<file path="src/rtl/job_initiator_pkg.sv">
// Shared types and default parameters for the job_initiator block.
// State encoding is fixed so it can be observed from a debug bus.
package job_initiator_pkg;

    typedef enum logic [1:0] {
        ST_IDLE   = 2'b00,
        ST_LAUNCH = 2'b01,
        ST_WAIT   = 2'b10,
        ST_HOLD   = 2'b11
    } state_t;

    localparam int DATA_W_DEF  = 8;
    localparam int DEPTH_DEF   = 4;
    localparam int TIMEOUT_DEF = 64;

endpackage

</file>
<file path="src/rtl/job_initiator_fifo.sv">
// job_fifo: operand queue with extra-MSB pointers so full and empty differ.
// Push is dropped when full; pop is dropped when empty.
module job_fifo
    import job_initiator_pkg::*;
#(
    parameter int DATA_W = DATA_W_DEF,
    parameter int DEPTH  = DEPTH_DEF
) (
    input  logic              clk,
    input  logic              rst,
    input  logic              i_push,
    input  logic [DATA_W-1:0] i_data,
    input  logic              i_pop,
    output logic [DATA_W-1:0] o_data,
    output logic              o_full,
    output logic              o_empty
);

    localparam int AW = $clog2(DEPTH);

    logic [DATA_W-1:0] r_mem [DEPTH];
    logic [AW:0]       r_wptr;
    logic [AW:0]       r_rptr;
    logic              w_push;
    logic              w_pop;

    assign w_push = i_push && !o_full;
    assign w_pop  = i_pop && !o_empty;

    always_ff @(posedge clk) begin
        if (!rst) begin
            r_wptr <= '0;
            r_rptr <= '0;
        end else begin
            if (w_push) r_wptr <= r_wptr + 1'b1;
            if (w_pop)  r_rptr <= r_rptr + 1'b1;
        end
    end

    always_ff @(posedge clk) begin
        if (w_push) r_mem[r_wptr[AW-1:0]] <= i_data;
    end

    assign o_data  = r_mem[r_rptr[AW-1:0]];
    assign o_empty = (r_wptr == r_rptr);
    assign o_full  = (r_wptr[AW] != r_rptr[AW]) &&
                     (r_wptr[AW-1:0] == r_rptr[AW-1:0]);

endmodule

</file>
<file path="src/rtl/job_initiator.sv">
// job_initiator: queues operands and runs one start/done handshake per job.
// Optional WAIT abort counter: define JOB_INITIATOR_TIMEOUT_EN.
module job_initiator
    import job_initiator_pkg::*;
#(
    parameter int DATA_W  = DATA_W_DEF,
    parameter int DEPTH   = DEPTH_DEF,
    parameter int TIMEOUT = TIMEOUT_DEF
) (
    input  logic              clk,
    input  logic              rst,
    input  logic              in_valid,
    output logic              in_ready,
    input  logic [DATA_W-1:0] in_data,
    output logic              core_start,
    output logic [DATA_W-1:0] core_data,
    input  logic              core_done,
    input  logic [DATA_W-1:0] core_result,
    output logic              out_valid,
    input  logic              out_ready,
    output logic [DATA_W-1:0] out_data,
    output logic              out_err,
    output logic              busy
);

    state_t            r_state;
    state_t            w_next;
    logic              w_pop;
    logic              w_capture;
    logic              w_expire;
    logic              w_full;
    logic              w_empty;
    logic [DATA_W-1:0] w_head;
    logic              r_core_start;
    logic [DATA_W-1:0] r_core_data;
    logic              r_out_valid;
    logic [DATA_W-1:0] r_out_data;

    job_fifo #(
        .DATA_W (DATA_W),
        .DEPTH  (DEPTH)
    ) u_fifo (
        .clk     (clk),
        .rst     (rst),
        .i_push  (in_valid),
        .i_data  (in_data),
        .i_pop   (w_pop),
        .o_data  (w_head),
        .o_full  (w_full),
        .o_empty (w_empty)
    );

`ifdef JOB_INITIATOR_TIMEOUT_EN
    localparam int TCW = (TIMEOUT > 1) ? $clog2(TIMEOUT) : 1;
    localparam logic [TCW-1:0] TC_LAST = TCW'(TIMEOUT - 1);

    logic [TCW-1:0] r_tcnt;
    logic           r_out_err;

    // A done in the expiring cycle takes priority over the abort.
    assign w_expire = (r_state == ST_WAIT) && !core_done &&
                      (r_tcnt == TC_LAST);

    always_ff @(posedge clk) begin
        if (!rst || r_state != ST_WAIT || core_done)
            r_tcnt <= '0;
        else
            r_tcnt <= r_tcnt + 1'b1;
    end

    always_ff @(posedge clk) begin
        if (!rst)           r_out_err <= 1'b0;
        else if (w_capture) r_out_err <= 1'b0;
        else if (w_expire)  r_out_err <= 1'b1;
    end

    assign out_err = r_out_err;
`else
    assign w_expire = 1'b0;
    assign out_err  = 1'b0;
`endif

    always_ff @(posedge clk) begin
        if (!rst) r_state <= ST_IDLE;
        else      r_state <= w_next;
    end

    always_comb begin
        w_next    = r_state;
        w_pop     = 1'b0;
        w_capture = 1'b0;
        unique case (r_state)
            ST_IDLE: begin
                if (!w_empty) begin
                    w_pop  = 1'b1;
                    w_next = ST_LAUNCH;
                end
            end
            ST_LAUNCH: w_next = ST_WAIT;
            ST_WAIT: begin
                if (core_done) begin
                    w_capture = 1'b1;
                    w_next    = ST_HOLD;
                end else if (w_expire) begin
                    w_next = ST_HOLD;
                end
            end
            ST_HOLD: begin
                if (out_ready) w_next = ST_IDLE;
            end
        endcase
    end

    always_ff @(posedge clk) begin
        if (!rst) begin
            r_core_start <= 1'b0;
            r_core_data  <= '0;
            r_out_valid  <= 1'b0;
            r_out_data   <= '0;
        end else begin
            r_core_start <= w_pop;
            r_out_valid  <= (w_next == ST_HOLD);
            if (w_pop)          r_core_data <= w_head;
            if (w_capture)      r_out_data  <= core_result;
            else if (w_expire)  r_out_data  <= '0;
        end
    end

    assign core_start = r_core_start;
    assign core_data  = r_core_data;
    assign out_valid  = r_out_valid;
    assign out_data   = r_out_data;
    assign in_ready   = !w_full;
    assign busy       = (r_state != ST_IDLE) || !w_empty;

endmodule

</file>
<file path="config.mk">
export PLATFORM = sky130hd
export DESIGN_NAME = job_initiator
export DESIGN_NICKNAME = d
export VERILOG_FILES = /design/src/rtl/job_initiator_pkg.sv /design/src/rtl/job_initiator_fifo.sv /design/src/rtl/job_initiator.sv
export SDC_FILE = /design/constraint.sdc
export NUM_CORES = 1
export LEC_CHECK = 0
export ABC_AREA = 1
export CAP_MARGIN = 10
export CORE_ASPECT_RATIO = 0.75
export CORE_MARGIN = 10
export CORE_UTILIZATION = 57
export DETAILED_ROUTE_END_ITERATION = 6
export PLACE_DENSITY = 0.94
export SLEW_MARGIN = 20
export SYNTH_ARGS = -nofsm -noshare
export SYNTH_HDL_FRONTEND = slang
export SYNTH_SLANG_ARGS = --single-unit
</file>
<file path="constraint.sdc">
create_clock -name clk -period 3.45 [get_ports clk]
set_input_delay 0.69 -clock clk [delete_from_list [all_inputs] [get_ports clk]]
set_output_delay 0.69 -clock clk [all_outputs]
set_load 0.05 [all_outputs]
</file>
==> run metrics, run 1 <==
Remaining Overflow, GRT=0; Post-synth EDFFs=32; die width=98.7 µm; Skew-Pair Late Insertion Delay=0.34 ns; Post-synth ARST share=0%; clock power share=between 20 and 25%; via count=around 2000; clk root buf=clkbuf_8; Max-slew headroom=a little under half; Netlist Area Pre-Place=2650 µm²; CTS Hold Bufs=0; main flop type after synthesis=edfxtp_1; Max Slew Vio Count=0; Period Utilization, post-route=~80%; via/cell ratio=between 5 and 6; VDD IR-drop max=around 0.55 mV; global-route wire length before repair=around 9.5 mm; post-CTS sizing=0; crit end category=output port; Worst Clk Skew=between 0.009 and 0.01 ns; DRT Pass-1 Iters=5; share of cells above drive strength 1=between 10% and 20%; Mean Syn Cell Area=approximately 9 µm²; Syn Inst Count=293; CP Data Required Time=approximately 2.8 ns; CP max FO=12; cell row count=21; number of DRC markers in iteration 0=approximately 220; CTS Sinks=58; CTS Buffer Depth=2; cts bufs inserted=9; worst reg-to-reg path cell count=7; antenna-violating nets left=0; post-synthesis mux area share=0%; full die area=a little under 8000 µm²; Final Hold Vio Count=0; vias in the first global route=about 2000; worst setup path class=flip-flop to output port; Port-buffer cells=40; clk slew on worst S/H paths=roughly 0.070 ns; compound-cell area share of the yosys netlist=roughly 4.0%; diodes inserted=0; die height=just under 80 µm; worst r2r src=u_fifo.r_rptr[1]$_SDFFE_PN0P_; Internal Power=~1.6 mW; crit path capture=in_ready; Hold Startpoint=out_data[0]$_SDFFE_PN0P_; adder-cell share of the synthesized area=2.37%; GRT Util Overall=between 10% and 20%; post-synthesis sequential area ratio=a little under three fifths; largest family of logic cells by synthesized area=simple AND/OR/NAND/NOR gates; worst slew pin tran=0.782 ns; CTS H-tree lvls=3; total wire length=about 5.7 mm; fillers=324; RSZ-0062 raised after global routing=no; starting density of the core=between 50% and 60%; synth warn=0; Pwr Density=849 nW/µm²; worst hold path class=flip-flop to flip-flop; Final HPWL DP=approximately 3.9 mm; Area growth syn-to-layout=21.7%; R2R setup slack=roughly 1.4 ns; initial antenna violation count=0; Ports=42; Sw Ratio=41.9%; gp weighted congestion=about 0.76; Max Cap Viol=0; flops & latches, synth=58; Comb pwr share=around 44%; CP startpoint kind=flip-flop; Sw Pwr=1.15 mW; XOR/XNOR share of the synthesized area=under 10%; synth unique cells=28; Final Util=72.1%; f_max=358 MHz; RR Endpoint=u_fifo.r_mem[2][3]$_DFFE_PP_; syn nets=roughly 320; WP data arrival=between 2 and 2.5 ns; clock period minus worst slack=2.79 ns; core footprint=~4500 µm²; number of post-CTS setup repair buffers=0; setup tns final=0 ns; Flop pwr share=~34%; status=finished, final reports clean; Setup crit start=u_fifo.r_rptr[1]$_SDFFE_PN0P_; # DRC=0; Pleak=roughly 1.4 nW; CTS tree=done; Simple-Gate Fraction of Synth Area=about a quarter; largest net degree at the start of global routing=23; DR WL/cell=approximately 14 µm; Final Net Count=between 300 and 400; endpoints failing setup=0
layer usage:
layer	GRT usage, %	share of wire (%)
met2	25.3	49
met1	16.5	41
met4	6.43	2.0
met3	7.35	7.8
met5	0	0
synthesized netlist by cell type (2+ instances only):
cell type	count	share of area, %
a21oi_1	11	2.1
buf_4	3	0.85
buf_6	4	1.7
clkbuf_1	2	0.28
dfxtp_1	26	20
edfxtp_1	32	36
ha_1	5	2.4
inv_1	49	7.0
inv_2	10	1.4
inv_4	2	0.47
nand2_1	62	8.8
nand2_2	2	0.47
nand2_4	2	0.85
nand3_1	28	5.3
nand3b_1	4	1.1
nor2_1	21	3.0
nor2_2	10	2.4
o21ai_0	9	1.7
xor2_1	2	0.66
through the flow:
stage	instances	hold slack [ns]	worst slack (ns)	total power [mW]	instance area, µm²
2_1_floorplan	293	0.489	1.45	1.90	2650
3_3_place_gp	381	0.432	1.04	2.10	3030
6_report	397	0.443	0.659	2.73	3220
3_5_place_dp	381	0.437	1.02	2.14	3030
4_1_cts	397	0.446	0.641	2.75	3220
5_1_grt	397	0.464	0.510	2.90	3220
final cells by class:
type	instances	area, µm²	share of cell area, %
clock buffer	12	145	4.51
clock inverter	4	41.3	1.28
inverter	61	234	7.27
multi-input combinational	163	831	25.8
sequential	58	1480	46.0
tap	57	71.3	2.22
timing repair buffer	42	415	12.9
cell usage in the layout (no fill, tap or decap), types with 3 or more instances in the layout:
master	count
inv_1	49
dfxtp_1	26
inv_2	10
edfxtp_1	32
nor2_2	10
ha_1	5
clkinv_1	3
a21oi_1	11
nand2_1	62
nor2_1	21
nand3_1	28
nand3b_1	4
o21ai_0	9
clkdlybuf4s50_1	40
clkbuf_8	10
critical path: stages (launching register included):
cell	delay, ns
dfxtp_1	0.31
buf_4	0.19
inv_2	0.12
nand2_1	0.12
nand2_4	0.07
nand3_2	0.12
clkdlybuf4s50_1	0.82
power groups by stage:
stage | clock network [mW] | logic, mW | registers, mW
after global routing | 0.635 | 1.31 | 0.950
after global placement | 0 | 1.16 | 0.938
after CTS | 0.600 | 1.21 | 0.934
after detailed placement | 0 | 1.19 | 0.945
after floorplan | 0 | 0.705 | 1.19
final | 0.592 | 1.21 | 0.935
worst min-delay path by stage:
stage / endpoint / slack, ns / cells past startpoint
detailed placement: out_data[2]$_SDFFE_PN0P_ / 0.44 / 2
floorplan: u_fifo.r_wptr[2]$_SDFFE_PN0P_ / 0.49 / 2
global route: out_data[2]$_SDFFE_PN0P_ / 0.46 / 2
global placement: out_data[1]$_SDFFE_PN0P_ / 0.43 / 2
finish: out_data[0]$_SDFFE_PN0P_ / 0.44 / 2
CTS: out_data[6]$_SDFFE_PN0P_ / 0.45 / 2
state kept, by name, indices dropped and copies added (netlist names):
signal and count:
core_data 8, core_start 1, out_data 8, out_valid 1, r_state 2, u_fifo.r_mem 32
u_fifo.r_rptr 3, u_fifo.r_wptr 3
kinds of logic after synthesis:
group | Yosys count
compound gates | 21
xor+xnor | 3
fa+ha+maj | 5
buf+inv | 72
flops | 58
other cells | 1
simple gates | 133
No activity file was read; power rests on OpenSTA's default activity.
==> run 2, diff against run 1 <==
CORE_UTILIZATION = 53   (was 57)
PLACE_DENSITY = 0.89   (was 0.94)
clock period = 2.8 ns   (was 3.45 ns; I/O delays follow)
==> run 2 against run 1 <==
Against the previous run: worst setup slack lost 0.089 ns; cell count is 0.50% higher; first-iteration DRC count up 12%; routed wire length fell by 3.3%; total power increased by 18%; via count is 1.7% lower; cell area down 1.0%; sequential power is 24% higher; clock power up 7.1%; sequential cell count unchanged; critical path depth shrank 1; register-to-register slack worse by 0.77 ns; highest routed layer unchanged.
==> run metrics, run 2 (synthesis gave the netlist of run 1 again) <==
status=finished, final reports clean; Hold Path Cell Cnt=2; clk root buf=clkbuf_8; most common cell after layout, fill and taps aside=nand2_1; VDD IR-drop max=~0.52 mV; CP Data Required Time=roughly 2.2 ns; WHS Endpoint=out_data[5]$_SDFFE_PN0P_; R2R setup slack=~0.64 ns; setup tns final=0 ns; worst r2r src=u_fifo.r_rptr[1]$_SDFFE_PN0P_; gp weighted congestion=a little over 0.9; vias in the first global route=between 1500 and 2000; DR WL/cell=13.9 µm; Skew-Pair Late Insertion Delay=approximately 0.34 ns; GRT Util Overall=between 10 and 15%; Final Hold Vio Count=0; Final WS setup=roughly 0.57 ns; Pwr Density=about 1000 nW/µm²; clock period minus worst slack=between 2 and 2.5 ns; area of the multi-input gates=about 830 µm²; Max stage delay on crit path=between 0.5 and 0.6 ns; die height=~81 µm; CTS Sinks=slightly below 60; Final Net Count=360; Remaining Overflow, GRT=0; number of DRC markers in iteration 0=approximately 240; Buffers & Inverters on Critical Path=2; Worst Clk Skew=between 0.004 and 0.005 ns; f_max=roughly 450 MHz; largest net degree at the start of global routing=23; cell row count=22; Hold Startpoint=out_data[5]$_SDFFE_PN0P_; share of cells above drive strength 1=13.0%; CTS tree=done; endpoints failing setup=0; Ports=between 40 and 50; starting density of the core=between 50% and 60%; worst path cell trace=inv_2 > nand2_1 > nand2_4 > nand3_2 > buf_4; worst slew pin tran=between 0.6 and 0.7 ns; crit end category=output port; # DRC=0; RR Endpoint=u_fifo.r_mem[0][6]$_DFFE_PP_; Port-buffer cells=40; Period Utilization, post-route=between 70% and 80%; via/cell ratio=around 5; Pleak=~1.4 nW; number of post-CTS setup repair buffers=0; Worst path slowest cell=dfxtp_1; core footprint=about 4900 µm²; clk slew on worst S/H paths=about 0.06 ns; RSZ-0062 raised after global routing=no; worst hold path class=flip-flop to flip-flop; crit-path leading delay family=flip-flops; initial antenna violation count=0; CP max FO=12; via count=just under 2000; max FFs per register=32; CTS Hold Bufs=0; worst reg-to-reg path cell count=6; Placed Cells incl. Taps=roughly 380; antenna-violating nets left=0; CTS Buffer Depth=2; Place WS=around 0.61 ns; fillers=383; cts bufs inserted=9; Max Slew Vio Count=0; diodes inserted=0; post-CTS sizing=0; full die area=between 8000 and 9000 µm²; WP data arrival=1.67 ns; Area growth syn-to-layout=20.4%; sequential cell area=between 1000 and 1500 µm²; total wire length=about 5.5 mm; CTS H-tree lvls=3; Layout Cells excl Fill=between 300 and 400; DRT Pass-1 Iters=4; global-route wire length before repair=9.11 mm; Final HPWL DP=about 4.2 mm; CP startpoint kind=flip-flop; worst setup path class=flip-flop to output port; die width=a little over 100 µm; Max-slew headroom=54.3%; most frequent cells in the layout=62 x nand2_1, 49 x inv_1, 38 x clkdlybuf4s50_1; Max Cap Viol=0
run 2: cell type report:
type / count / share of cell area [%]
inverter: 61 / 7.34
clock inverter: 1 / 0.157
sequential: 58 / 46.5
timing repair buffer: 41 / 12.6
multi-input combinational: 163 / 26.1
tap: 60 / 2.36
clock buffer: 15 / 4.91
run 2: worst max path at each step:
stage,startpoint,endpoint,slack (ns),cells after the start
5_1_grt,u_fifo.r_rptr[1]$_SDFFE_PN0P_,u_fifo.r_mem[0][2]$_DFFE_PP_,0.43,6
4_1_cts,u_fifo.r_rptr[1]$_SDFFE_PN0P_,in_ready,0.54,5
3_3_place_gp,in_valid,u_fifo.r_mem[0][2]$_DFFE_PP_,0.72,3
6_report,u_fifo.r_rptr[1]$_SDFFE_PN0P_,in_ready,0.57,5
3_5_place_dp,in_valid,u_fifo.r_mem[0][2]$_DFFE_PP_,0.61,3
2_1_floorplan,r_state[1]$_SDFF_PN0_,busy,0.93,3
run 2: power breakdown:
| part | leakage (nW) | switching, mW | internal [mW] |
|---|---|---|---|
| clock network | 0.0817 | 0.289 | 0.345 |
| logic | 0.818 | 0.964 | 0.470 |
| registers | 0.508 | 0.104 | 1.05 |
| total | 1.41 | 1.36 | 1.87 |
run 2: worst register-to-register path, delay by kind of cell (launching register included):
family,cells,cell delay [ns]
and+or+nand+nor,5,1.05
buffers and inverters,1,0.17
DFF,1,0.58
run 2: per-layer routing:
layer | track usage (%) | vias to the layer above | wire length (µm)
met3 | 5.77 | 10 | 469
met4 | 8.55 | 0 | 110
li1 | - | 989 | -
met2 | 22.5 | 70 | 2620
met5 | 0 | - | 0
met1 | 17.0 | 901 | 2350
run 2: stage by stage:
step	cell area, µm²	util, %	hold slack [ns]	power [mW]
5_1_grt	3190	65.4	0.469	3.45
3_3_place_gp	3020	62.1	0.432	2.57
2_1_floorplan	2650	-	0.489	2.34
3_5_place_dp	3020	62.1	0.439	2.61
4_1_cts	3190	65.4	0.451	3.25
6_report	3190	65.4	0.449	3.22
